--- config.mk ---
export PLATFORM = sky130hd
export DESIGN_NAME = seq_pattern_tx
export DESIGN_NICKNAME = d
export VERILOG_FILES = /design/src/rtl/seq_pkg.sv /design/src/rtl/seq_bit_index_ctr.sv /design/src/rtl/seq_pattern_tx.sv
export SDC_FILE = /design/constraint.sdc
export NUM_CORES = 1
export LEC_CHECK = 0
export ABC_AREA = 1
export CAP_MARGIN = 5
export CORE_UTILIZATION = 51
export CTS_BUF_LIST = sky130_fd_sc_hd__clkbuf_8
export CTS_CLUSTER_SIZE = 24
export DETAILED_ROUTE_END_ITERATION = 16
export GPL_ROUTABILITY_DRIVEN = 0
export PLACE_DENSITY = 0.81
export SLEW_MARGIN = 20
export SYNTH_ARGS = -nofsm -noshare
export SYNTH_HDL_FRONTEND = slang
export SYNTH_SLANG_ARGS = --single-unit
--- constraint.sdc ---
create_clock -name clk -period 1.7 [get_ports clk]
set_input_delay 0.255 -clock clk [delete_from_list [all_inputs] [get_ports clk]]
set_output_delay 0.255 -clock clk [all_outputs]
set_load 0.05 [all_outputs]
--- src/rtl/seq_pkg.sv ---
// Shared definitions for the serial pattern source: FSM state encoding and
// the default pattern.
package seq_pkg;

  localparam int unsigned STATE_W = 2;

  typedef logic [STATE_W-1:0] state_t;

  localparam state_t S_IDLE  = 2'd0;
  localparam state_t S_SHIFT = 2'd1;
  localparam state_t S_GAP   = 2'd2;
  localparam state_t S_DONE  = 2'd3;

  localparam int unsigned PAT_11001_W = 5;
  localparam logic [PAT_11001_W-1:0] PAT_11001 = 5'b11001;

endpackage

--- src/rtl/seq_bit_index_ctr.sv ---
// Loadable down-counter with a terminal-count flag. Used as the bit index
// of the pattern being shifted out.
//   clk, rst     : clock, synchronous active-high reset (count -> 0)
//   load         : load load_val (has priority over dec)
//   load_val     : value to load
//   dec          : decrement by one
//   cnt_nxt_c    : combinational next count (value the counter takes at the edge)
//   tc_c         : combinational flag, current count is zero
module seq_bit_index_ctr #(
  parameter int unsigned W = 3
) (
  input  logic         clk,
  input  logic         rst,
  input  logic         load,
  input  logic [W-1:0] load_val,
  input  logic         dec,
  output logic [W-1:0] cnt_nxt_c,
  output logic         tc_c
);

  logic [W-1:0] cnt_q;
  logic [W-1:0] cnt_d;

  // Next count: load wins over decrement.
  always_comb begin
    cnt_d = cnt_q;
    if (load) begin
      cnt_d = load_val;
    end else if (dec) begin
      cnt_d = cnt_q - W'(1);
    end
  end

  always_ff @(posedge clk) begin
    if (rst) begin
      cnt_q <= '0;
    end else begin
      cnt_q <= cnt_d;
    end
  end

  assign cnt_nxt_c = cnt_d;
  assign tc_c      = (cnt_q == '0);

endmodule

--- src/rtl/seq_pattern_tx.sv ---
// Serial pattern transmitter: sends PATTERN MSB-first, one bit per clock,
// as a burst of repeat_cnt frames with optional inter-frame gap or overlap.
//   clk, rst     : clock, synchronous active-high reset
//   start        : burst request, sampled only in IDLE
//   repeat_cnt   : frames per burst (latched on accepted start)
//   gap_len      : idle cycles between frames (latched on accepted start)
//   overlap_en   : share OVL_LEN bits between frames when gap_len==0 (latched)
//   x_out        : serial data bit
//   x_valid      : x_out carries a pattern bit
//   frame_start  : first emitted bit of each frame
//   busy         : burst in progress (SHIFT or GAP)
//   done         : one-cycle end-of-burst pulse
module seq_pattern_tx
  import seq_pkg::*;
#(
  parameter int unsigned       PAT_W   = 5,
  parameter logic [PAT_W-1:0]  PATTERN = PAT_W'(PAT_11001),
  parameter int unsigned       OVL_LEN = 1,
  parameter int unsigned       CNT_W   = 8,
  parameter int unsigned       GAP_W   = 4
) (
  input  logic             clk,
  input  logic             rst,
  input  logic             start,
  input  logic [CNT_W-1:0] repeat_cnt,
  input  logic [GAP_W-1:0] gap_len,
  input  logic             overlap_en,
  output logic             x_out,
  output logic             x_valid,
  output logic             frame_start,
  output logic             busy,
  output logic             done
);

  localparam int unsigned IDX_W = (PAT_W > 1) ? $clog2(PAT_W) : 1;
  localparam logic [IDX_W-1:0] IDX_FULL = IDX_W'(PAT_W - 1);
  localparam logic [IDX_W-1:0] IDX_OVL  = IDX_W'(PAT_W - 1 - OVL_LEN);

  state_t state_q, state_d;

  logic [CNT_W-1:0] frames_q,  frames_d;
  logic [GAP_W-1:0] gap_cnt_q, gap_cnt_d;
  logic [GAP_W-1:0] gap_len_q, gap_len_d;
  logic             ovl_en_q,  ovl_en_d;

  logic             idx_load;
  logic [IDX_W-1:0] idx_load_val;
  logic             idx_dec;
  logic [IDX_W-1:0] idx_nxt_c;
  logic             idx_tc_c;
  logic             frame_begin_c;
  logic             ovl_active_c;

  logic x_out_q,       x_out_d;
  logic x_valid_q,     x_valid_d;
  logic frame_start_q, frame_start_d;
  logic busy_q,        busy_d;
  logic done_q,        done_d;

  seq_bit_index_ctr #(
    .W (IDX_W)
  ) u_idx (
    .clk       (clk),
    .rst       (rst),
    .load      (idx_load),
    .load_val  (idx_load_val),
    .dec       (idx_dec),
    .cnt_nxt_c (idx_nxt_c),
    .tc_c      (idx_tc_c)
  );

  // Overlap only takes effect for gapless bursts.
  assign ovl_active_c = ovl_en_q && (gap_len_q == '0);

  // State register.
  always_ff @(posedge clk) begin
    if (rst) begin
      state_q <= S_IDLE;
    end else begin
      state_q <= state_d;
    end
  end

  // Next-state, burst bookkeeping and bit-index control.
  always_comb begin
    state_d       = state_q;
    frames_d      = frames_q;
    gap_cnt_d     = gap_cnt_q;
    gap_len_d     = gap_len_q;
    ovl_en_d      = ovl_en_q;
    idx_load      = 1'b0;
    idx_load_val  = IDX_FULL;
    idx_dec       = 1'b0;
    frame_begin_c = 1'b0;

    case (state_q)
      S_IDLE: begin
        if (start) begin
          frames_d  = repeat_cnt;
          gap_len_d = gap_len;
          ovl_en_d  = overlap_en;
          if (repeat_cnt != '0) begin
            state_d       = S_SHIFT;
            idx_load      = 1'b1;
            frame_begin_c = 1'b1;
          end else begin
            state_d = S_DONE;
          end
        end
      end

      S_SHIFT: begin
        if (idx_tc_c) begin
          // Last bit of the frame is on the wire this cycle.
          frames_d = frames_q - CNT_W'(1);
          if (frames_q == CNT_W'(1)) begin
            state_d = S_DONE;
          end else if (gap_len_q != '0) begin
            state_d   = S_GAP;
            gap_cnt_d = gap_len_q;
          end else begin
            idx_load      = 1'b1;
            idx_load_val  = ovl_active_c ? IDX_OVL : IDX_FULL;
            frame_begin_c = 1'b1;
          end
        end else begin
          idx_dec = 1'b1;
        end
      end

      S_GAP: begin
        // gap_cnt counts the remaining idle cycles including this one.
        if (gap_cnt_q == GAP_W'(1)) begin
          state_d       = S_SHIFT;
          gap_cnt_d     = '0;
          idx_load      = 1'b1;
          frame_begin_c = 1'b1;
        end else begin
          gap_cnt_d = gap_cnt_q - GAP_W'(1);
        end
      end

      S_DONE: begin
        state_d = S_IDLE;
      end

      default: begin
        state_d = S_IDLE;
      end
    endcase
  end

  // Output decode from the upcoming state so the outputs can be registered
  // and still line up with the cycle the FSM is in.
  always_comb begin
    x_valid_d     = (state_d == S_SHIFT);
    x_out_d       = x_valid_d & PATTERN[idx_nxt_c];
    frame_start_d = frame_begin_c;
    busy_d        = (state_d == S_SHIFT) || (state_d == S_GAP);
    done_d        = (state_d == S_DONE);
  end

  // Burst bookkeeping registers.
  always_ff @(posedge clk) begin
    if (rst) begin
      frames_q  <= '0;
      gap_cnt_q <= '0;
      gap_len_q <= '0;
      ovl_en_q  <= 1'b0;
    end else begin
      frames_q  <= frames_d;
      gap_cnt_q <= gap_cnt_d;
      gap_len_q <= gap_len_d;
      ovl_en_q  <= ovl_en_d;
    end
  end

  // Output registers.
  always_ff @(posedge clk) begin
    if (rst) begin
      x_out_q       <= 1'b0;
      x_valid_q     <= 1'b0;
      frame_start_q <= 1'b0;
      busy_q        <= 1'b0;
      done_q        <= 1'b0;
    end else begin
      x_out_q       <= x_out_d;
      x_valid_q     <= x_valid_d;
      frame_start_q <= frame_start_d;
      busy_q        <= busy_d;
      done_q        <= done_d;
    end
  end

  assign x_out       = x_out_q;
  assign x_valid     = x_valid_q;
  assign frame_start = frame_start_q;
  assign busy        = busy_q;
  assign done        = done_q;

endmodule
==> results of run 1 <==
power breakdown:
group	total [mW]	switching, mW	internal, mW
sequential	0.921	0.127	0.794
combinational	1.40	0.840	0.557
clock	0.348	0.187	0.162
total	2.67	1.15	1.51
per-stage QoR:
stage          utilization, %  power (mW)  hold slack, ps  setup slack [ps]
2_1_floorplan               -       1.865           324.1             129.9
3_3_place_gp            65.15       2.175           465.3             38.24
3_5_place_dp            65.15       2.193           472.4             19.34
4_1_cts                 67.01       2.573           485.1             22.27
5_1_grt                 69.53       2.896           509.6             5.958
6_report                69.53       2.667           488.6             69.00
cells by family after synthesis:
| logic type | after synthesis | synth area share [%] |
|---|---|---|
| AND/OR/NAND/NOR | 90 | 28.41 |
| AO/OA/AOI/OAI | 49 | 18.44 |
| buffers and inverters | 36 | 9.498 |
| flip-flops | 27 | 34.48 |
| adder cells (fa/ha/maj) | 8 | 6.385 |
| XOR/XNOR | 5 | 2.793 |
cell type report:
class	instances	area (um2)
multi-input cells	152	930.9
clock inverters	1	3.754
flip-flops and latches	27	549.3
clock buffers	3	41.29
repair buffers	31	277.8
well taps	31	38.79
fillers	258	862.1
inverters	32	125.1
worst min-delay path: stages, from the launching register on:
cell and delay (ps):
dfxtp_1 320, inv_1 70, a21oi_1 60
registers in the layout, indices dropped and copies added (netlist names), 2 cells and up:
name,cells
frames_q,8
gap_cnt_q,4
gap_len_q,4
state_q,2
u_idx.cnt_q,3
layout by cell type (no fill, tap or decap), types with 2 or more instances in the layout:
| cell | instances |
|---|---|
| inv_2 | 7 |
| a211oi_1 | 5 |
| ha_4 | 2 |
| nor2_2 | 3 |
| clkbuf_8 | 3 |
| buf_4 | 13 |
| inv_4 | 2 |
| nand3_1 | 5 |
| nand2_4 | 3 |
| o21ai_2 | 2 |
| nor2_4 | 5 |
| o21ai_1 | 5 |
| nand2_1 | 27 |
| inv_1 | 24 |
| nor2_1 | 33 |
| dfxtp_1 | 22 |
| clkdlybuf4s50_1 | 18 |
| o211ai_1 | 2 |
| dfxtp_2 | 4 |
| nand4_1 | 4 |
| o21ai_0 | 17 |
| xor2_1 | 4 |
| a21oi_1 | 12 |
| nand2_2 | 6 |
| ha_1 | 6 |
worst max-delay path by stage:
stage | start | slack, ps | cells past startpoint | endpoint
global route | u_idx.cnt_q[0]$_SDFF_PP0_ | 6 | 11 | busy$_SDFF_PP0_
global placement | u_idx.cnt_q[0]$_SDFF_PP0_ | 40 | 11 | busy$_SDFF_PP0_
floorplan | u_idx.cnt_q[0]$_SDFF_PP0_ | 130 | 11 | busy$_SDFF_PP0_
detailed placement | repeat_cnt[0] | 20 | 8 | busy$_SDFF_PP0_
CTS | u_idx.cnt_q[0]$_SDFF_PP0_ | 20 | 10 | busy$_SDFF_PP0_
finish | x_out$_SDFF_PP0_ | 70 | 1 | x_out
repair_timing:
item	CTS	global route
pin swaps	1	6
gates resized for setup	2	23
buffers inserted	1	1
setup endpoints to repair	1	9
hold buffers	0	0
metal layers:
| layer | vias to the layer above | GRT usage, % |
|---|---|---|
| li1 | 759 | - |
| met1 | 665 | 29.07 |
| met2 | 23 | 36.71 |
| met3 | 6 | 2.948 |
| met4 | 0 | 6.969 |
| met5 | - | 0 |
==> flow_summary.json, run 1 <==
{
  "status": "finished with violations",
  "violations": "design-rule violations",
  "drc": 2,
  "hpwl_um": 2400,
  "syn-instance-count": 215,
  "synth.top_cell.area_share_pct": 34.48,
  "htree_levels": 1,
  "synth.area.top_cells": "dfxtp_1 (34%), nor2_1 (8.4%), nand2_1 (7.7%)",
  "routed-via-count": 1453,
  "synth.distinct_cells": 34,
  "stdcell_area_mm2": 0.001967,
  "ff2ff_setup_slack_ps": 110,
  "placed_cell_area_mm2": 0.001843,
  "synth_flop_cell": "dfxtp_1",
  "start_kind": "flip-flop",
  "criticalPathCategory": "flip-flop to primary output",
  "critical_path.cell_chain": "clkdlybuf4s50_1",
  "clkSlewWorstSetupHoldPaths_ps": 90,
  "cts-buffers-inserted": 3,
  "cts_root_buffer": "clkbuf_8",
  "drv_slew": 0,
  "wl_um": 3302,
  "top_layer": "met4",
  "antenna_found_initial": 0,
  "syn_to_final_growth_pct": 25.46,
  "die_height_um": 57.45,
  "final_cells": 277,
  "syn-num-nets": 239,
  "rsz0062_at_grt": "false",
  "clock-sinks": 27,
  "critical_path.max_fanout": 1,
  "antenna_cells": 0,
  "synth_area_mm2": 0.001568,
  "grt_max_degree": 15,
  "cp_top_family": "buffers and inverters",
  "ant_nets": 0,
  "fin_tns_setup_ps": 0,
  "ys.warnings.count": 0,
  "endpoint_kind": "primary output",
  "worstPathRequired_ps": 1440,
  "dp.cells": 271,
  "min_period_ps": 1631,
  "vias_per_cell": 5.245,
  "die_w_um": 57.45,
  "worstPathArrival_ps": 1380,
  "clock_latency_ps": 270,
  "critical_path.max_stage_delay_ps": 790,
  "fin_nets": 271,
  "hp-start": "gap_len_q[2]$_SDFFE_PP0P_",
  "rr_worst_depth": 12,
  "synth_common_cells": "nor2_1 (35), nand2_1 (32), dfxtp_1 (27), inv_1 (27), o21ai_0 (18)",
  "worstMarginPinSlew_ps": 494.8,
  "route.met3.wl_um": 121,
  "max_cap_violations": 0,
  "peakVddDrop_uv": 784.1,
  "yosys_register_bits": 27,
  "cpMaxStageDelayCell": "clkdlybuf4s50_1",
  "wl_met1_um": 1571,
  "p_per_area_mw_per_mm2": 1356,
  "grt_use_total_pct": 21.90,
  "reg2reg_from": "u_idx.cnt_q[0]$_SDFF_PP0_",
  "rows": 19,
  "route.met2.wl_um": 1569,
  "path_buf_inv": 1,
  "p_leak_nw": 0.8629,
  "coreArea_mm2": 0.002829,
  "fin_crit_sh_pct": 95.94,
  "portBuffers": 20,
  "die_area_mm2": 0.003300,
  "drt_iter0_markers": 50,
  "grt_overflow": 0,
  "start_util_pct": 55.42,
  "hp-class": "flip-flop to flip-flop",
  "cts_tree": "yes",
  "synth-edff-count": 0,
  "fmax_mhz": 613.1,
  "grt_pass1_vias": 1373,
  "r2r_end": "x_valid$_SDFF_PP0_",
  "postSynth.asyncResetShare_pct": 0,
  "clockBufferDepth": 2,
  "synth.most_common_cell": "nor2_1",
  "drive_gt1_share_pct": 22.76,
  "grt_pass1_wl_um": 5761,
  "skew_ps": 3.310,
  "min_to": "gap_len_q[2]$_SDFFE_PP0P_",
  "yosysTopAreaCell": "dfxtp_1",
  "finalHoldViolations": 0,
  "wl_per_cell_um": 11.92,
  "drt_pass1_iterations": 10,
  "whs_path_depth": 2,
  "synth_seq_area_share_pct": 34.48,
  "io_pins": 21,
  "setup-violations-final": 0,
  "relSlewSlack_pct": 66.91,
  "syn_avg_cell_area_um2": 7.292
}
Power figures use the tool's default switching activity.
==> run 2, diff against run 1 <==
SETUP_SLACK_MARGIN = 0.15   (was default)
==> flow_summary.json, run 2 (synthesis results as in run 1) <==
{
  "whs_path_depth": 2,
  "wl_per_cell_um": 12.98,
  "endpoint_kind": "flip-flop",
  "finalHoldViolations": 0,
  "wl_um": 3659,
  "start_util_pct": 55.42,
  "relSlewSlack_pct": 66.18,
  "fin_ws_ps": 90.27,
  "mostFrequentLayoutCell": "nor2_1",
  "status": "finished with violations",
  "routed-via-count": 1481,
  "reg_top3": "frames_q: 8 flops, gap_cnt_q: 4 flops, gap_len_q: 4 flops",
  "vias_per_cell": 5.252,
  "clkSlewWorstSetupHoldPaths_ps": 100,
  "fin_crit_sh_pct": 94.69,
  "worstMarginPinSlew_ps": 509.3,
  "clockBufferDepth": 2,
  "intPower_mw": 1.579,
  "cts_tree": "yes",
  "peakVddDrop_uv": 884.6,
  "rr_worst_depth": 10,
  "utilization_pct": 72.71,
  "clock-sinks": 27,
  "skew_ps": 4.171,
  "ant_nets": 0,
  "grt_use_total_pct": 21.58,
  "hp-class": "flip-flop to flip-flop",
  "start_kind": "flip-flop",
  "grt_overflow": 0,
  "fin_nets": 276,
  "largest_reg_flops": 8,
  "ctsHoldBuffers": 0,
  "die_w_um": 57.45,
  "worstPathRequired_ps": 1880,
  "syn_to_final_growth_pct": 31.20,
  "violations": "design-rule violations",
  "drt_pass1_iterations": 10,
  "die_height_um": 57.45,
  "grt_max_degree": 16,
  "drt_iter0_markers": 45,
  "fmax_mhz": 621.2,
  "setup-violations-final": 0,
  "final_cell_mix": "nor2_1 (31), nand2_1 (27), inv_1 (21)",
  "p_total_mw": 2.841,
  "criticalPathCategory": "flip-flop to flip-flop",
  "grt_pass1_vias": 1287,
  "clock_latency_ps": 270,
  "hpwl_um": 2407,
  "fillerInstances": 226,
  "power_frac_seq_pct": 32.5,
  "portBuffers": 20,
  "fin_tns_setup_ps": 0,
  "worstPathArrival_ps": 1790,
  "drv_slew": 0,
  "p_leak_nw": 0.9084,
  "cts-buffers-inserted": 3,
  "min_period_ps": 1610,
  "place_ws_ps": -20.44,
  "max_cap_violations": 0,
  "drc": 1,
  "cts_root_buffer": "clkbuf_8",
  "critical_path.max_fanout": 3,
  "grt_pass1_wl_um": 5595,
  "p_clk_share_pct": 13.2,
  "drive_gt1_share_pct": 29.48,
  "largest-register": "frames_q",
  "htree_levels": 1,
  "io_pins": 21,
  "antenna_found_initial": 0,
  "coreArea_mm2": 0.002829,
  "power_switching_mw": 1.261,
  "rsz0062_at_grt": "true",
  "rows": 19,
  "power_frac_comb_pct": 54.4,
  "p_sw_share_pct": 44.40,
  "p_per_area_mw_per_mm2": 1381,
  "antenna_cells": 0,
  "die_area_mm2": 0.003300
}
## run 2: cell count changes in the layout (fill, tap and decap cells not counted), sizes merged
cell	previous run	this run
inv	33	32
dlygate4sd2	0	1
buf	13	20
clkinv	0	1
clkdlybuf4s50	18	15
## run 2: final timing paths
path	from	end	slack [ps]
max	frames_q[1]$_SDFFE_PP0P_	busy$_SDFF_PP0_	90
min	ovl_en_q$_SDFFE_PP0P_	ovl_en_q$_SDFFE_PP0P_	490
max reg2reg	frames_q[1]$_SDFFE_PP0P_	busy$_SDFF_PP0_	90
min reg2reg	ovl_en_q$_SDFFE_PP0P_	ovl_en_q$_SDFFE_PP0P_	490
## run 2: critical path, cell delays in order, from the launching register on
cell and delay, ps:
dfxtp_2 340, inv_2 70, ha_4 140, nand2_4 40, nor2_4 140, nor2_1 60
o21ai_0 190, a21o_1 160, inv_1 80, ha_4 260, nor2_2 30
## run 2: timing repair
action | CTS | global route
setup buffers | 5 | 4
setup endpoints to repair | 7 | 13
pin swaps | 6 | 10
gates resized for setup | 11 | 28
## run 2: layout make-up
type                    count  area, um2  share of cell area, %
clock buffers               3      41.29                  2.007
clock inverters             1      5.005                 0.2433
inverters                  32      125.1                  6.083
multi-input cells         152      983.4                  47.81
flip-flops and latches     27      550.5                  26.76
well taps                  31      38.79                  1.886
repair buffers             36      312.8                  15.21
## run 2: metal layers
layer / vias to the layer above / global-route usage (%) / wire, um
li1: 763 / - / -
met1: 679 / 28.41 / 1741
met2: 33 / 36.88 / 1731
met3: 6 / 3.175 / 139
met4: 0 / 5.575 / 46
met5: - / 0 / 0
## run 2: stage by stage
step / std cells / hold slack, ps / instance area (um2)
2_1_floorplan: 215 / 324.1 / 1570
6_report: 282 / 488.9 / 2057
3_3_place_gp: 269 / 463.1 / 1826
5_1_grt: 282 / 501.0 / 2057
3_5_place_dp: 269 / 467.1 / 1826
4_1_cts: 278 / 485.8 / 1931
## run 2: power by group through the flow
stage          logic (mW)  registers [mW]  clock network, mW
4_1_cts              1.33           0.904              0.379
3_3_place_gp         1.25           0.906                  0
6_report             1.54           0.922              0.374
3_5_place_dp         1.26           0.910                  0
5_1_grt              1.71           0.943              0.402
2_1_floorplan       0.871            1.00                  0
==> run 3, diff against run 2 <==
CORE_UTILIZATION = 35   (was 51)
PLACE_DENSITY = 0.6   (was 0.81)
==> flow_summary.json, run 3 (synthesis results as in run 1) <==
{
  "endpoint_kind": "flip-flop",
  "die_w_um": 68.93,
  "drt_pass1_iterations": 4,
  "io_pins": 21,
  "drv_slew": 0,
  "wl_per_cell_um": 11.51,
  "hpwl_um": 2578,
  "rows": 23,
  "p_total_mw": 2.824,
  "skew_ps": 7.495,
  "worstPathArrival_ps": 1770,
  "setup-violations-final": 0,
  "reg_top3": "frames_q: 8 flops, gap_cnt_q: 4 flops, gap_len_q: 4 flops",
  "die_area_mm2": 0.004751,
  "peakVddDrop_uv": 659.2,
  "grt_overflow": 0,
  "status": "complete, no violations",
  "cts-buffers-inserted": 3,
  "finalHoldViolations": 0,
  "routed-via-count": 1431,
  "antenna_found_initial": 0,
  "grt_pass1_wl_um": 5609,
  "critical_path.max_fanout": 3,
  "htree_levels": 1,
  "start_kind": "flip-flop",
  "min_period_ps": 1548,
  "fmax_mhz": 646.0,
  "wl_um": 3464,
  "fin_crit_sh_pct": 91.06,
  "hp-class": "flip-flop to flip-flop",
  "drive_gt1_share_pct": 29.88,
  "max_cap_violations": 0,
  "grt_max_degree": 16,
  "portBuffers": 20,
  "syn_to_final_growth_pct": 32.64,
  "grt_use_total_pct": 15.66,
  "worstMarginPinSlew_ps": 379.2,
  "largest_reg_flops": 8,
  "cts_root_buffer": "clkbuf_8",
  "grt_pass1_vias": 1322,
  "worstPathRequired_ps": 1920,
  "cts_tree": "yes",
  "relSlewSlack_pct": 74.69,
  "coreArea_mm2": 0.004144,
  "antenna_cells": 0,
  "p_leak_nw": 0.9059,
  "drc": 0,
  "fin_nets": 276,
  "mostFrequentLayoutCell": "nor2_1",
  "utilization_pct": 50.18,
  "fin_tns_setup_ps": 0,
  "clock-sinks": 27,
  "largest-register": "frames_q",
  "die_height_um": 68.93,
  "clock_latency_ps": 280,
  "clkSlewWorstSetupHoldPaths_ps": 100,
  "criticalPathCategory": "flip-flop to flip-flop",
  "final_cell_mix": "nor2_1 (32), nand2_1 (26), buf_4 (21)",
  "rsz0062_at_grt": "true",
  "drt_iter0_markers": 61,
  "clockBufferDepth": 2,
  "vias_per_cell": 4.754,
  "ant_nets": 0,
  "p_per_area_mw_per_mm2": 1358,
  "start_util_pct": 37.83
}
run 3: what timing repair did:
action | CTS | global route
hold buffers | 0 | 0
cloned | 0 | 0
setup buffers | 3 | 1
pin swaps | 5 | 9
setup endpoints to repair | 8 | 9
resized for setup | 16 | 27
run 3: power breakdown:
group          leakage (nW)  internal, mW  switching [mW]
clock network        0.0255         0.165           0.210
logic                 0.654         0.627           0.904
registers             0.226         0.796           0.123
run 3: worst max-delay path, stage by stage (launching register included):
cell and delay [ps]:
dfxtp_2 330, inv_2 70, ha_4 140, nand2_4 50, nor2_4 130, inv_2 40, o211ai_1 220, a21oi_2 100
inv_2 90, ha_4 140, nand2_4 50, a21oi_2 120
run 3: final timing paths:
check / startpoint / endpoint / slack [ps] / cells after the start
hold / removal: ovl_en_q$_SDFFE_PP0P_ / ovl_en_q$_SDFFE_PP0P_ / 490 / 2
setup reg to reg: frames_q[1]$_SDFFE_PP0P_ / x_out$_SDFF_PP0_ / 150 / 11
setup / recovery: frames_q[1]$_SDFFE_PP0P_ / x_out$_SDFF_PP0_ / 150 / 11
hold reg to reg: ovl_en_q$_SDFFE_PP0P_ / ovl_en_q$_SDFFE_PP0P_ / 490 / 2
run 3: metal layers:
layer  part of all wire (%)  track usage [%]  vias to the layer above  wire (um)
met1                     52            20.66                      643       1803
li1                       -                -                      767          -
met3                    2.5            2.138                        4         85
met4                   0.72            3.827                        0         25
met2                     45            26.70                       17       1550
met5                      0                0                        -          0
run 3: per-stage QoR:
| step | setup WS (ps) | instance area [um2] | hold WS, ps | std cells |
|---|---|---|---|---|
| CTS | 137.6 | 1994 | 483.3 | 300 |
| global placement | 18.02 | 1884 | 460.2 | 293 |
| global route | 51.81 | 2079 | 513.9 | 301 |
| detailed placement | 4.881 | 1884 | 467.3 | 293 |
| finish | 152.0 | 2079 | 489.3 | 301 |
| floorplan | 158.6 | 1570 | 324.1 | 215 |
run 3: cell type report:
class	instances	area, um2
Clock buffer	3	41.29
Tap cell	50	62.56
Timing Repair Buffer	36	307.8
Fill cell	438	2064
Inverter	32	125.1
Clock inverter	1	5.005
Sequential cell	27	554.3
Multi-Input combinational cell	152	983.4
